### config.mk
export PLATFORM = sky130hd
export DESIGN_NAME = instruction_decode_stage
export DESIGN_NICKNAME = d
export VERILOG_FILES = /design/src/rtl/decode_pkg.sv /design/src/rtl/imm_gen.sv /design/src/rtl/instruction_decode_stage.sv
export SDC_FILE = /design/constraint.sdc
export NUM_CORES = 1
export LEC_CHECK = 0
export BUFFER_PORTS_ARGS = -buffer_cell sky130_fd_sc_hd__buf_2
export CORE_MARGIN = 2
export CORE_UTILIZATION = 53
export CTS_BUF_LIST = sky130_fd_sc_hd__clkbuf_2 sky130_fd_sc_hd__clkbuf_4 sky130_fd_sc_hd__clkbuf_8
export DETAILED_ROUTE_END_ITERATION = 16
export GPL_TIMING_DRIVEN = 0
export PLACE_DENSITY_LB_ADDON = 0.08
export SYNTH_ARGS = -nofsm -noshare
export SYNTH_HDL_FRONTEND = slang
export SYNTH_SLANG_ARGS = --single-unit
export TNS_END_PERCENT = 30
### constraint.sdc
create_clock -name clk -period 4.3 [get_ports clk]
set_clock_uncertainty 0.2 [all_clocks]
set_input_delay 0.43 -clock clk [delete_from_list [all_inputs] [get_ports clk]]
set_output_delay 0.43 -clock clk [all_outputs]
set_load 0.02 [all_outputs]
### src/rtl/decode_pkg.sv
// Shared opcode map, format codes and decoded-entry layout for the RV32I/RV64I decode stage.
// Combinational helpers only; no state.
package decode_pkg;

  localparam logic [6:0] OP_R      = 7'h33;
  localparam logic [6:0] OP_IMM    = 7'h13;
  localparam logic [6:0] OP_LOAD   = 7'h03;
  localparam logic [6:0] OP_JALR   = 7'h67;
  localparam logic [6:0] OP_SYS    = 7'h73;
  localparam logic [6:0] OP_STORE  = 7'h23;
  localparam logic [6:0] OP_BRANCH = 7'h63;
  localparam logic [6:0] OP_LUI    = 7'h37;
  localparam logic [6:0] OP_AUIPC  = 7'h17;
  localparam logic [6:0] OP_JAL    = 7'h6F;

  typedef enum logic [2:0] {
    FMT_R   = 3'd0,
    FMT_I   = 3'd1,
    FMT_S   = 3'd2,
    FMT_B   = 3'd3,
    FMT_U   = 3'd4,
    FMT_J   = 3'd5,
    FMT_ILL = 3'd6
  } fmt_t;

  // XLEN-independent part of a decoded entry; imm and pc travel beside it.
  typedef struct packed {
    logic [6:0] opcode;
    logic [4:0] rd;
    logic [2:0] funct3;
    logic [4:0] rs1;
    logic [4:0] rs2;
    logic [6:0] funct7;
    fmt_t       fmt;
    logic       rd_we;
    logic       rs1_used;
    logic       rs2_used;
    logic       illegal;
  } dec_t;

  // Opcodes with bits[1:0] != 2'b11 never match the table, so they fall to FMT_ILL.
  function automatic fmt_t decode_fmt(input logic [6:0] op);
    fmt_t f;
    case (op)
      OP_R:                              f = FMT_R;
      OP_IMM, OP_LOAD, OP_JALR, OP_SYS:  f = FMT_I;
      OP_STORE:                          f = FMT_S;
      OP_BRANCH:                         f = FMT_B;
      OP_LUI, OP_AUIPC:                  f = FMT_U;
      OP_JAL:                            f = FMT_J;
      default:                           f = FMT_ILL;
    endcase
    return f;
  endfunction

endpackage

### src/rtl/imm_gen.sv
// Immediate generator: builds the XLEN sign-extended immediate for a given format.
// Purely combinational, zero latency; no flow control.
module imm_gen
  import decode_pkg::*;
#(
  parameter int XLEN = 32
) (
  input  logic [31:0]     instruction_i,
  input  fmt_t            fmt_i,
  output logic [XLEN-1:0] imm_o
);

  logic unused_opcode;
  assign unused_opcode = ^instruction_i[6:0];

  // Fill with the sign first, then overwrite the low bits that carry the field.
  always_comb begin
    imm_o = '0;
    case (fmt_i)
      FMT_I: begin
        imm_o       = {XLEN{instruction_i[31]}};
        imm_o[11:0] = instruction_i[31:20];
      end
      FMT_S: begin
        imm_o       = {XLEN{instruction_i[31]}};
        imm_o[11:0] = {instruction_i[31:25], instruction_i[11:7]};
      end
      FMT_B: begin
        imm_o       = {XLEN{instruction_i[31]}};
        imm_o[12:0] = {instruction_i[31], instruction_i[7], instruction_i[30:25],
                       instruction_i[11:8], 1'b0};
      end
      FMT_U: begin
        imm_o       = {XLEN{instruction_i[31]}};
        imm_o[31:0] = {instruction_i[31:12], 12'b0};
      end
      FMT_J: begin
        imm_o       = {XLEN{instruction_i[31]}};
        imm_o[20:0] = {instruction_i[31], instruction_i[19:12], instruction_i[20],
                       instruction_i[30:21], 1'b0};
      end
      default: imm_o = '0;
    endcase
  end

endmodule

### src/rtl/instruction_decode_stage.sv
// Registered instruction decode: fields, format, immediate, usage flags; 1-cycle latency.
// valid/ready output register; in_ready = !out_valid || out_ready, flush kills held and incoming entries.
module instruction_decode_stage
  import decode_pkg::*;
#(
  parameter int XLEN           = 32,
  parameter bit ILLEGAL_AS_NOP = 1'b0
) (
  input  logic            clk,
  input  logic            reset,
  input  logic            in_valid,
  output logic            in_ready,
  input  logic [31:0]     in_instruction,
  input  logic [XLEN-1:0] in_pc,
  input  logic            flush,
  output logic            out_valid,
  input  logic            out_ready,
  output logic [6:0]      opcode,
  output logic [4:0]      rd,
  output logic [2:0]      funct3,
  output logic [4:0]      rs1,
  output logic [4:0]      rs2,
  output logic [6:0]      funct7,
  output logic [XLEN-1:0] imm,
  output fmt_t            fmt,
  output logic            rd_we,
  output logic            rs1_used,
  output logic            rs2_used,
  output logic            illegal,
  output logic [XLEN-1:0] pc
);

  dec_t            dec_d, dec_q;
  logic [XLEN-1:0] imm_d, imm_q;
  logic [XLEN-1:0] pc_q;
  logic            out_valid_q;
  logic            accept;
  fmt_t            fmt_dec;

  assign fmt_dec = decode_fmt(in_instruction[6:0]);

  imm_gen #(.XLEN(XLEN)) u_imm_gen (
    .instruction_i (in_instruction),
    .fmt_i         (fmt_dec),
    .imm_o         (imm_d)
  );

  always_comb begin
    dec_d          = '0;
    dec_d.opcode   = in_instruction[6:0];
    dec_d.rd       = in_instruction[11:7];
    dec_d.funct3   = in_instruction[14:12];
    dec_d.rs1      = in_instruction[19:15];
    dec_d.rs2      = in_instruction[24:20];
    dec_d.funct7   = in_instruction[31:25];
    dec_d.fmt      = fmt_dec;
    dec_d.illegal  = (fmt_dec == FMT_ILL);
    dec_d.rd_we    = (fmt_dec inside {FMT_R, FMT_I, FMT_U, FMT_J}) && (in_instruction[11:7] != 5'd0);
    dec_d.rs1_used = fmt_dec inside {FMT_R, FMT_I, FMT_S, FMT_B};
    dec_d.rs2_used = fmt_dec inside {FMT_R, FMT_S, FMT_B};
    if (ILLEGAL_AS_NOP && dec_d.illegal) begin
      dec_d.rd = 5'd0;
    end
  end

  assign in_ready = !out_valid_q || out_ready;
  assign accept   = in_valid && in_ready && !flush;

  // Flush outranks accept and stall; reset outranks everything.
  always_ff @(posedge clk) begin
    if (reset) begin
      out_valid_q <= 1'b0;
      dec_q       <= '0;
      imm_q       <= '0;
      pc_q        <= '0;
    end else if (flush) begin
      out_valid_q <= 1'b0;
    end else if (accept) begin
      out_valid_q <= 1'b1;
      dec_q       <= dec_d;
      imm_q       <= imm_d;
      pc_q        <= in_pc;
    end else if (out_ready) begin
      out_valid_q <= 1'b0;
    end
  end

  assign out_valid = out_valid_q;
  assign opcode    = dec_q.opcode;
  assign rd        = dec_q.rd;
  assign funct3    = dec_q.funct3;
  assign rs1       = dec_q.rs1;
  assign rs2       = dec_q.rs2;
  assign funct7    = dec_q.funct7;
  assign fmt       = dec_q.fmt;
  assign rd_we     = dec_q.rd_we;
  assign rs1_used  = dec_q.rs1_used;
  assign rs2_used  = dec_q.rs2_used;
  assign illegal   = dec_q.illegal;
  assign imm       = imm_q;
  assign pc        = pc_q;

endmodule

### Yosys cells after proc, flatten, opt, wreduce, memory -nomap -nowiden

Cells that the tools add are included.

| word-level totals | value |
|---|---|
| RAM bits | 0 |
| output and inout port bits | 105 |
| flip-flop bits (word level) | 104 |
| bits in latches | 0 |
| memories kept | 0 |
| bits in read-only memories | 0 |

| cells by class | value |
|---|---|
| muxes and demuxes | 4 |
| div/mod/pow operators | 0 |
| bitwise operators | 1 |
| add/sub/neg operators | 0 |
| $mul | 0 |
| shifts and indexed selects | 0 |
| reduce and logical (&&, ||, !) cells | 16 |
| eq/ne operators | 16 |
| magnitude comparators | 0 |

Operator list:

| cell | count |
|---|---|
| one-hot mux 32 bit (5 select lines) | 1 |
| == test 7 bit (second input constant) | 4 |
| == test 7 x 6 -> 1 bit (second input constant) | 3 |
| one-hot mux 3 bit (6 select lines) | 1 |
| == test 7 x 5 -> 1 bit (second input constant) | 2 |
| == test 3 bit (second input constant) | 3 |
| nonzero test 4 bit | 2 |
| == test 7 x 2 -> 1 bit (second input constant) | 1 |
| == test 3 x 2 -> 1 bit (second input constant) | 2 |
| nonzero test 5 bit | 1 |
| OR reduction 2 bit | 2 |
| OR reduction 4 bit | 1 |
| == test 3 x 1 -> 1 bit (second input constant) | 1 |
| logical AND 1 bit | 3 |
| logical NOT 3 bit | 1 |
| nonzero test 3 bit | 1 |
| logical NOT 1 bit | 2 |
| 2-to-1 mux 1 bit | 2 |
| AND reduction 2 bit | 1 |
| nonzero test 2 bit | 1 |
| logical OR 1 bit | 1 |
| NOT 1 bit | 1 |

### Depth between registers and ports, before layout

Gate-level depths: netlist of run 1.

| depth | value |
|---|---|
| depth after elaboration | 6 |
| gate-level depth with buffers | 11 |
| gate-level depth less buffers | 9 |

### By module

Synthesis of run 1 repeated with hierarchy kept, for this count alone.

| unflattened totals | value |
|---|---|
| cells, all modules | 546 |
| area total of the unflattened synthesis | 4,339.2 um^2 |

Modules (own cells, without submodules):

| module | cells an instance | area an instance (um^2) | seq. area each (um^2) | instances |
|---|---|---|---|---|
| instruction_decode_stage | 476 | 3,807.4 | 2,082.0 | 1 |
| imm_gen | 70 | 531.8 | 0.0 | 1 |

### Least setup slack after synthesis of run 1

Ideal clock, no wire load.

| timing | value |
|---|---|
| path kind | input to register |
| start | in in_instruction[2] |
| end | reg imm_q[20] (netlist: imm[20]) |
| slack | 1.654 ns |
| arrival time | 2.323 ns |
| stages on the path | 11 |
| buffers on the path | 3 |
| library setup time | 0.123 ns |
| path through | buf_2 > and4bb_2 > and2_1 > inv_1 > ha_1 > inv_1 > a31o_4 > buf_6 > nor3_4 > buf_6 > a221o_2 |

| between the ends | value |
|---|---|
| longest elaborated chain between the ends | 5 |

Ends and longest elaborated chain:

| what | RTL line | text |
|---|---|---|
| start, declared | instruction_decode_stage.sv:13 | `input logic [31:0] in_instruction,` |
| == test 7 x 5 -> 1 bit, or another cell as far along | decode_pkg.sv:44 | `case (op)` |
| OR reduction 4 bit / OR reduction 2 bit (equally long branches) | decode_pkg.sv:44 |  |
| one-hot mux 3 bit (6 select lines) * | decode_pkg.sv:44 |  |
| == test 3 bit, or another cell as far along | imm_gen.sv:19 | `case (fmt_i)` |
| one-hot mux 32 bit (5 select lines) * | imm_gen.sv:19 |  |
| end signal, assigned | instruction_decode_stage.sv:81 | `imm_q <= imm_d;` |
| end, declared | instruction_decode_stage.sv:34 | `logic [XLEN-1:0] imm_d, imm_q;` |

Mark *: on every way between the ends. The rest lies on a longest branch, timed or not.
A chain may end at the register's enable or synchronous reset.

### Worst setup path in the final report of run 1

| timing | value |
|---|---|
| start | in in_instruction[3] |
| end | reg imm_q[11] (netlist: imm[11]) |

The elaborated chain is that of the path after synthesis.

==> results.yml, run 1 <==
clock_network:
  post_cts_buffers: 0
  ctsResizeCount: 0
  clock-root-buffer: "clkbuf_8"
  clk_pin_slew_ps: 110
  clk_latency_ps: 360
  clock-sinks: 104
  max-clock-path-buffers: 2
  htreeDepth: 3
  cts_hold_buf: 0
  tritoncts: "built"
  cts_buffers: 9
detailed_routing:
  drc_errors: 0
  postRouteAntennaNets: 0
  vias: 3995
  vias_per_cell: 5.291
  finalWirelength_mm: 10.97
  first_iter_violations: 279
  drt_pre_antenna_iters: 5
  wl_per_cell_um: 14.53
grt:
  grt_first_pass_wirelength_mm: 17.84
  grt_remaining_overflow: 0
  grt_max_degree: 19
  grt_pass1_vias: 3850
  antenna_found_initial: 0
  grt_use_total_pct: 26.70
critical_path:
  worstSetupPathType: "input pin to flop"
  required_ps: 4360
  rrSetupSlack_ps: 1830
  end_kind: "flop"
  crit_path_start_kind: "input pin"
  cp_max_fo: 10
  critPathArrivalTime_ps: 2810
sta:
  worst_pin_slew_ps: 796.2
  setup_viol: 0
  relSlewSlack_pct: 46.67
  drv_slew: 0
  layout_min_cycle_time_ps: 2755
  fin_crit_sh_pct: 64.08
  fmax_ghz: 0.3629
  finalHoldViolations: 0
  tns_ps: 0
  grt_setup_unrepaired: "false"
finish:
  instances_no_fill: 755
  diodes: 0
  area_delta_synth_final_pct: 29.95
  fin_nets: 721
  layout-drive-gt1-share_pct: 32.16
  n_fill_cell: 628
placed_design:
  portBuffers: 171
  dp.cells: 739
  gp_congestion: 0.9337
  place_hpwl_mm: 8.351
synthesis:
  synth-seq-cells: 104
  syn_avg_cell_area_um2: 8.489
  synthTopCellsByArea: "dfxtp_1, nand2_1, a21oi_1"
  synth-edff-count: 0
  synth.distinct_cells: 45
  syn_nets: 539
  synth_top_area_share_pct: 52.29
  yosysWarnings: 0
  synthCells: 469
  synthFlopType: "dfxtp_1"
  yosysTopAreaCell: "dfxtp_1"
  synth_area_mm2: 0.003981
  seq_area_frac_synth_pct: 52.29
  async_flop_share_pct: 0
flow_run:
  cap_viol_max_count: 0
floorplanning:
  design.portCount: 174
  dieWidth_um: 90.67
  fp.coreArea_mm2: 0.007253
  die_h_um: 90.67
  die-area_mm2: 0.008221
  rows: 31
  initial_core_util_pct: 54.89
power_and_ir_drop:
  p_leak_nw: 2.348
  power_density_mw_per_mm2: 361.4
  ir_worst_vdd_mv: 0.2550
outcome:
  status: "completed"
worst_hold_path:
  hold_path.class: "input pin to flop"
-- cell usage after synthesis (3+ instances only) --
master and number:
nor2_1 16, dfxtp_1 104, a31oi_1 4, clkbuf_1 26, o2bb2ai_1 8, inv_1 6
a221o_2 10, nand3_1 5, and2_1 3, buf_6 3, buf_2 3, a22o_1 8
a222oi_1 4, a21oi_1 79, o21ai_0 3, a211oi_1 5, nand2_1 143
-- report_power, final --
| part | internal, mW | switching (mW) |
|---|---|---|
| clock | 0.293 | 0.344 |
| combinational | 0.0768 | 0.148 |
| sequential | 0.993 | 0.0142 |
-- logic make-up after synthesis --
kind of cell / share of synthesized area [%]
AO/OA/AOI/OAI: 22.28
adder cells (fa/ha/maj): 0.3142
buffers and inverters: 4.525
flip-flops: 52.29
multiplexers: 0.2514
AND/OR/NAND/NOR: 20.33
-- cell usage in the layout (no fill, tap or decap), types with 3 or more instances in the layout --
| cell | synthesis | layout |
|---|---|---|
| a22o_1 | 8 | 8 |
| inv_1 | 6 | 6 |
| clkbuf_1 | 26 | 26 |
| buf_2 | 3 | 174 |
| and2_1 | 3 | 3 |
| a31oi_1 | 4 | 4 |
| buf_6 | 3 | 3 |
| a21oi_1 | 79 | 79 |
| o21ai_0 | 3 | 3 |
| o2bb2ai_1 | 8 | 8 |
| dfxtp_1 | 104 | 104 |
| clkbuf_8 | 0 | 10 |
| nor2_1 | 16 | 16 |
| a221o_2 | 10 | 10 |
| nand3_1 | 5 | 5 |
| a211oi_1 | 5 | 5 |
| nand2_1 | 143 | 143 |
| a222oi_1 | 4 | 4 |
-- layer usage --
layer | GRT usage [%] | share of wire [%] | wire, um
met1 | 32.96 | 41 | 4543
met2 | 46.64 | 49 | 5421
met3 | 5.676 | 7.7 | 850
met4 | 8.205 | 1.4 | 153
met5 | 0 | 0 | 0
-- worst max-delay path: stages --
cell and delay, ps:
buf_2 100, buf_2 160, and4bb_2 360, and2_1 250, inv_1 140, ha_1 330
a21boi_0 230, o211ai_1 110, a21oi_1 220, o21ai_0 130, a2111oi_0 370
-- metrics by stage --
stage | util [%] | power [mW] | hold WS [ps] | worst slack [ps] | cell area [um^2]
2_1_floorplan | - | 1.156 | 334.5 | 1654 | 3981
3_3_place_gp | 68.40 | 1.249 | 238.3 | 1273 | 4961
3_5_place_dp | 68.40 | 1.254 | 243.5 | 1206 | 4961
4_1_cts | 71.33 | 1.879 | 78.86 | 1585 | 5174
5_1_grt | 71.33 | 1.943 | 86.98 | 1406 | 5174
6_report | 71.33 | 1.870 | 86.37 | 1545 | 5174
-- cell type report --
| cell class | instances | area, um^2 | area share [%] |
|---|---|---|---|
| buffer | 34 | 157.7 | 3.047 |
| inverter | 6 | 22.52 | 0.4353 |
| clock buffer | 10 | 137.6 | 2.660 |
| tap | 99 | 123.9 | 2.394 |
| timing repair buffer | 171 | 855.8 | 16.54 |
| multi-input combinational | 325 | 1719 | 33.23 |
| sequential | 104 | 2082 | 40.24 |
| clock inverter | 6 | 75.07 | 1.451 |
-- sequential cells by signal, indices dropped and copies added, names as in the netlist, 3 cells and up --
register / flops
fmt: 3
funct3: 3
funct7: 7
imm: 32
opcode: 7
pc: 32
rd: 5
rs1: 5
rs2: 5
-- path summary, 6_finish.rpt --
kind | depth (start not counted) | startpoint | endpoint
setup / recovery | 11 | in_instruction[3] | imm[11]
hold / removal | 3 | in_pc[31] | pc[31]
setup reg to reg | 7 | out_valid | pc[25]
hold reg to reg | 2 | pc[4] | pc[4]
(Power assumes the default switching activity.)
==> run 2, diff against run 1 <==
ABC_AREA = 1   (was unset)
CORE_UTILIZATION = 45   (was 53)
clock period = 2.3 ns   (was 4.3 ns; I/O delays follow)
==> run 2 against run 1 <==
  * Synthesized area up 7.5%
  * Utilization fell by 3.9 points
  * Cell area grew 20%
  * Sequential share of layout area decreased by 6.8 points
  * Critical path depth increased by 5
  * Sequential power is 90% higher
  * Register-to-register slack got worse by 1700 ps
  * Setup slack worse by 1400 ps
  * Non-clock buffer count is 74 higher
  * Critical path type unchanged
  * Largest cell class unchanged
==> results.yml, run 2 <==
sta:
  setup_viol: 0
  worst_pin_slew_ps: 569.1
  drv_slew: 0
  relSlewSlack_pct: 62.06
  finalHoldViolations: 0
  layout_min_cycle_time_ps: 2167
  fin_crit_sh_pct: 94.22
  grt_setup_unrepaired: "true"
  fmax_ghz: 0.4614
  setup_ws_ps: 132.9
  fin_hold_ws_ps: 79.30
synthesis:
  synth.distinct_cells: 31
  synth-seq-cells: 104
  synth_top_area_share_pct: 48.65
  syn_avg_cell_area_um2: 7.520
  async_flop_share_pct: 0
  seq_area_frac_synth_pct: 48.65
  synthMuxAreaShare_pct: 0
  synth_commonest_cells: "nor2_1, dfxtp_1, nand2_1"
  yosysTopAreaCell: "dfxtp_1"
  syn_nets: 639
  synth-compound-area-share_pct: 15.35
  yosys.area_share.simple_pct: 29.30
  synth-edff-count: 0
  yosysWarnings: 0
  synth_area_mm2: 0.004279
  yosysMostFrequentCell: "nor2_1"
  synth_top_family_by_area: "simple AND/OR/NAND/NOR gates"
  synth_xor_area_share_pct: 0
  synthTopCellsByArea: "dfxtp_1, nor2_1, nand2_1"
  synth_fa_ha_area_share_pct: 0.2924
  synthFlopType: "dfxtp_1"
  synthCells: 569
power_and_ir_drop:
  power_frac_clock_pct: 33.4
  ir_worst_vdd_mv: 0.3310
  pwr-share-seq_pct: 50.5
  p_leak_nw: 2.995
  p_sw_share_pct: 27.74
  power_density_mw_per_mm2: 609.6
  switchingPower_mw: 1.054
  p_comb_share_pct: 16.1
  internal_power_mw: 2.745
flow_run:
  cap_viol_max_count: 0
placed_design:
  place_area_mm2: 0.005301
  gp_congestion: 0.8132
  place_hpwl_mm: 9.409
  portBuffers: 172
  dp_slack_ps: -319.6
clock_network:
  cts_buffers: 9
  max-clock-path-buffers: 2
  tritoncts: "built"
  clock-sinks: 104
  clk_pin_slew_ps: 100
  clock-root-buffer: "clkbuf_8"
  htreeDepth: 3
  clk_latency_ps: 370
finish:
  final_area_mm2: 0.006232
  final_common_cell: "buf_2"
  mostFrequentLayoutCells: "buf_2, nor2_1, dfxtp_1, nand2_1, dlygate4sd3_1"
  diodes: 0
  area_delta_synth_final_pct: 45.64
  multi_input_area_mm2: 0.001942
  fin_nets: 891
  n_fill_cell: 790
  ff_latch_area_mm2: 0.002082
  layout-drive-gt1-share_pct: 30.18
floorplanning:
  die-area_mm2: 0.01031
  dieWidth_um: 101.5
  die_h_um: 101.5
  rows: 35
  fp.coreArea_mm2: 0.009240
  initial_core_util_pct: 46.31
  design.portCount: 174
worst_hold_path:
  worstHoldStart: "reset"
  hold_path.class: "input pin to flop"
detailed_routing:
  drc_errors: 0
  postRouteAntennaNets: 0
  first_iter_violations: 152
  vias: 4690
  vias_per_cell: 4.916
  drt_pre_antenna_iters: 5
  wl_per_cell_um: 14.27
  finalWirelength_mm: 13.61
critical_path:
  worstSetupPathType: "input pin to flop"
  rr_endpoint: "opcode[2]"
  ff2ff_path_depth: 6
  cp_max_fo: 10
  r2r_start: "out_valid"
  cp-endpoint: "imm[23]"
  rrSetupSlack_ps: 170
  end_kind: "flop"
  crit_start: "in_instruction[2]"
  crit_path_start_kind: "input pin"
  required_ps: 2410
  critPathArrivalTime_ps: 2270
grt:
  antenna_found_initial: 0
  grt_max_degree: 17
  grt_remaining_overflow: 0
  grt_first_pass_wirelength_mm: 21.87
  grt_use_total_pct: 26.74
  grt_pass1_vias: 4565
outcome:
  status: "completed"
## run 2: cell types whose count changed in the layout (fill, tap and decap cells not counted), moves of 10 or more
cell           previous run  this run
nor2_1                   16       105
dlygate4sd3_1             0        66
o21ai_0                   3        63
nand2_1                 143        96
a21oi_1                  79        42
nand3_1                   5        26
nand4_1                   1        19
nand2_2                   0        15
inv_1                     6        19
a21oi_2                   0        10
a221o_2                  10         0
## run 2: metrics by stage
step	total power [mW]	instances	setup TNS (ps)	utilization (%)
2_1_floorplan	2.248	569	0	-
3_3_place_gp	2.457	870	-6650	57.37
3_5_place_dp	2.468	870	-9121	57.37
4_1_cts	3.809	951	0	66.89
5_1_grt	3.949	954	-324.0	67.45
6_report	3.799	954	0	67.45
## run 2: per-layer routing
layer,vias to the layer above,global-route usage [%],wire (um)
met5,-,0,0
met4,0,9.979,239
met3,25,4.969,778
met2,152,46.10,6675
met1,2159,33.18,5916
li1,2354,-,-
## run 2: timing repair
item	in CTS	in global routing
endpoints found under the setup margin	18	37
cloned	0	0
buffers inserted	0	3
pin swaps	0	2
gates resized for setup	1	13
hold endpoints to repair	71	0
hold buffers	66	0
## run 2: final cells by class
| class | instances | area share, % |
|---|---|---|
| buffer | 38 | 2.811 |
| inverter | 28 | 1.847 |
| timing repair buffer | 241 | 24.77 |
| clock buffer | 10 | 2.108 |
| clock inverter | 5 | 1.305 |
| sequential | 104 | 33.41 |
| tap | 129 | 2.590 |
| multi-input combinational | 399 | 31.16 |
## run 2: worst min path at each step
stage                            to  depth (start not counted)
after floorplan           out_valid                          1
after global placement    out_valid                          2
after detailed placement  out_valid                          2
after CTS                   imm[25]                          2
after global routing        imm[25]                          2
final                       imm[25]                          2
## run 2: cells by family (layout without fill, tap and decap cells)
kind of cell               after synthesis  after routing
AOI/OAI and AO/OA                      121            121
adders and majority gates                1              1
buffers and inverters                   66            322
DFF                                    104            104
and+or+nand+nor                        277            277
## run 2: critical path: stages
cell	delay, ps
buf_2	120
dlygate4sd3_1	550
inv_1	70
nand2_1	60
nor2_2	120
nand2_2	80
nand2_4	90
inv_4	50
nand2_8	70
inv_6	50
nor2_8	140
clkbuf_4	230
nand4_1	120
nand2_2	100
nand2_1	70
a21oi_2	120
## run 2: power groups by stage
stage          clock network, mW  logic [mW]  registers, mW
2_1_floorplan                  0       0.191           2.06
3_3_place_gp                   0       0.501           1.96
3_5_place_dp                   0       0.511           1.96
4_1_cts                     1.29       0.599           1.92
5_1_grt                     1.35       0.668           1.93
6_report                    1.27       0.613           1.92
==> run 3, diff against run 2 <==
==> constraint.sdc (replaced) <==
create_clock -name clk -period 2.3 [get_ports clk]
set_clock_uncertainty 0.2 [all_clocks]
set_input_delay 0.115 -clock clk [delete_from_list [all_inputs] [get_ports clk]]
set_output_delay 0.115 -clock clk [all_outputs]
set_load 0.02 [all_outputs]
==> run 3 against run 2 <==
  * First-iteration DRC count increased by 24%
  * Sequential power hardly changed
  * Via count increased by 0.17%
  * Final cell count shrank 0.21%
  * Wire length shrank 0.67%
  * Sequential share of layout area increased by 0.18 points
  * Clock power about the same
==> results.yml, run 3 (synthesis results as in run 2) <==
critical_path:
  crit_path_start_kind: "input pin"
  end_kind: "flop"
  worstSetupPathType: "input pin to flop"
  rrSetupSlack_ps: 200
  r2r_start: "out_valid"
  required_ps: 2350
  rr_endpoint: "opcode[2]"
  critPathArrivalTime_ps: 2160
  cp_max_fo: 10
  crit_start: "flush"
  ff2ff_path_depth: 6
sta:
  layout_min_cycle_time_ps: 2107
  fin_hold_ws_ps: 156.6
  worst_pin_slew_ps: 569.0
  fin_crit_sh_pct: 91.60
  relSlewSlack_pct: 62.06
  grt_setup_unrepaired: "true"
  finalHoldViolations: 0
  fmax_ghz: 0.4747
  setup_viol: 0
  tns_ps: 0
  drv_slew: 0
floorplanning:
  design.portCount: 174
  rows: 35
  fp.coreArea_mm2: 0.009240
  dieWidth_um: 101.5
  initial_core_util_pct: 46.31
  die_h_um: 101.5
  die-area_mm2: 0.01031
detailed_routing:
  drc_errors: 0
  vias_per_cell: 4.935
  postRouteAntennaNets: 0
  first_iter_violations: 188
  vias: 4698
  wl_per_cell_um: 14.20
  drt_pre_antenna_iters: 4
  finalWirelength_mm: 13.52
clock_network:
  max-clock-path-buffers: 2
  clock-sinks: 104
  tritoncts: "built"
  htreeDepth: 3
  clk_latency_ps: 370
  post_cts_buffers: 0
  clk_pin_slew_ps: 100
  cts_buffers: 9
  clock-root-buffer: "clkbuf_8"
worst_hold_path:
  hold_depth: 7
  hold_path.class: "input pin to flop"
  worstHoldStart: "in_valid"
  min_to: "imm[29]"
finish:
  layout-drive-gt1-share_pct: 29.53
  area_delta_synth_final_pct: 44.88
  mostFrequentLayoutCells: "buf_2, nor2_1, dfxtp_1, nand2_1, dlygate4sd3_1"
  instances_no_fill: 952
  fin_nets: 889
  n_fill_cell: 793
  diodes: 0
  final_area_mm2: 0.006200
  final_common_cell: "buf_2"
placed_design:
  place_area_mm2: 0.005301
  portBuffers: 172
  dp.cells: 870
  gp_congestion: 0.8132
  place_hpwl_mm: 9.409
power_and_ir_drop:
  p_leak_nw: 2.981
  ir_worst_vdd_mv: 0.3293
  power_density_mw_per_mm2: 611.9
grt:
  grt_max_degree: 17
  grt_use_total_pct: 26.70
  antenna_found_initial: 0
  grt_pass1_vias: 4570
  grt_first_pass_wirelength_mm: 21.85
  grt_remaining_overflow: 0
flow_run:
  cap_viol_max_count: 0
outcome:
  status: "completed"
==> run 3: cell count changes in the layout (fill, tap and decap cells not counted) <==
cell and change:
clkbuf_1 +1, nand2_2 -1, inv_4 -1, dlygate4sd3_1 +1, buf_6 -1, inv_2 +1, buf_4 -3, nand3_2 -1
nand3_1 +1, clkbuf_2 -1, buf_2 +2, nand2_1 +1, clkbuf_4 -1
==> run 3: worst max-delay path by stage <==
stage / to / depth (start not counted) / slack (ps)
after CTS: funct7[3] / 7 / 70
after global placement: imm[30] / 13 / -140
after floorplan: imm[30] / 13 / 170
after detailed placement: imm[30] / 13 / -200
after global routing: imm[23] / 13 / -10
final: opcode[2] / 6 / 190
==> run 3: layer usage <==
| metal | GRT usage [%] | vias up | part of all wire, % |
|---|---|---|---|
| li1 | - | 2351 | - |
| met1 | 33.42 | 2168 | 43 |
| met2 | 46.05 | 157 | 49 |
| met3 | 4.831 | 22 | 5.7 |
| met4 | 9.459 | 0 | 1.8 |
| met5 | 0 | - | 0 |
==> run 3: timing repair <==
action,CTS,global route
endpoints found under the setup margin,18,15
gates resized for setup,1,4
hold buffers,67,0
endpoints found under the hold margin,97,0
==> run 3: worst max-delay path, stage by stage <==
cell	delay (ps)
dlygate4sd3_1	530
buf_2	140
nor3_4	450
clkbuf_1	360
clkbuf_1	410
a21oi_1	140
==> run 3: report_power, final <==
| part | internal (mW) | switching [mW] |
|---|---|---|
| sequential | 1.88 | 0.0387 |
| combinational | 0.240 | 0.368 |
| clock | 0.622 | 0.643 |
==> run 3: per-stage QoR <==
| step | worst slack [ps] | total power, mW | util, % |
|---|---|---|---|
| after floorplan | 166.6 | 2.248 | - |
| after global placement | -138.6 | 2.457 | 57.37 |
| after detailed placement | -204.6 | 2.468 | 57.37 |
| after CTS | 72.00 | 3.810 | 67.00 |
| after global routing | -14.57 | 3.942 | 67.10 |
| final | 193.3 | 3.793 | 67.10 |
==> run 3: area by class of cell <==
| type | instances | area, um^2 | area share (%) |
|---|---|---|---|
| sequential | 104 | 2082 | 33.58 |
| multi-input combinational | 399 | 1934 | 31.20 |
| timing repair buffer | 239 | 1531 | 24.70 |
| buffer | 38 | 165.2 | 2.664 |
| tap | 129 | 161.4 | 2.603 |
| clock buffer | 10 | 131.4 | 2.119 |
| inverter | 28 | 112.6 | 1.816 |
| clock inverter | 5 | 81.33 | 1.312 |
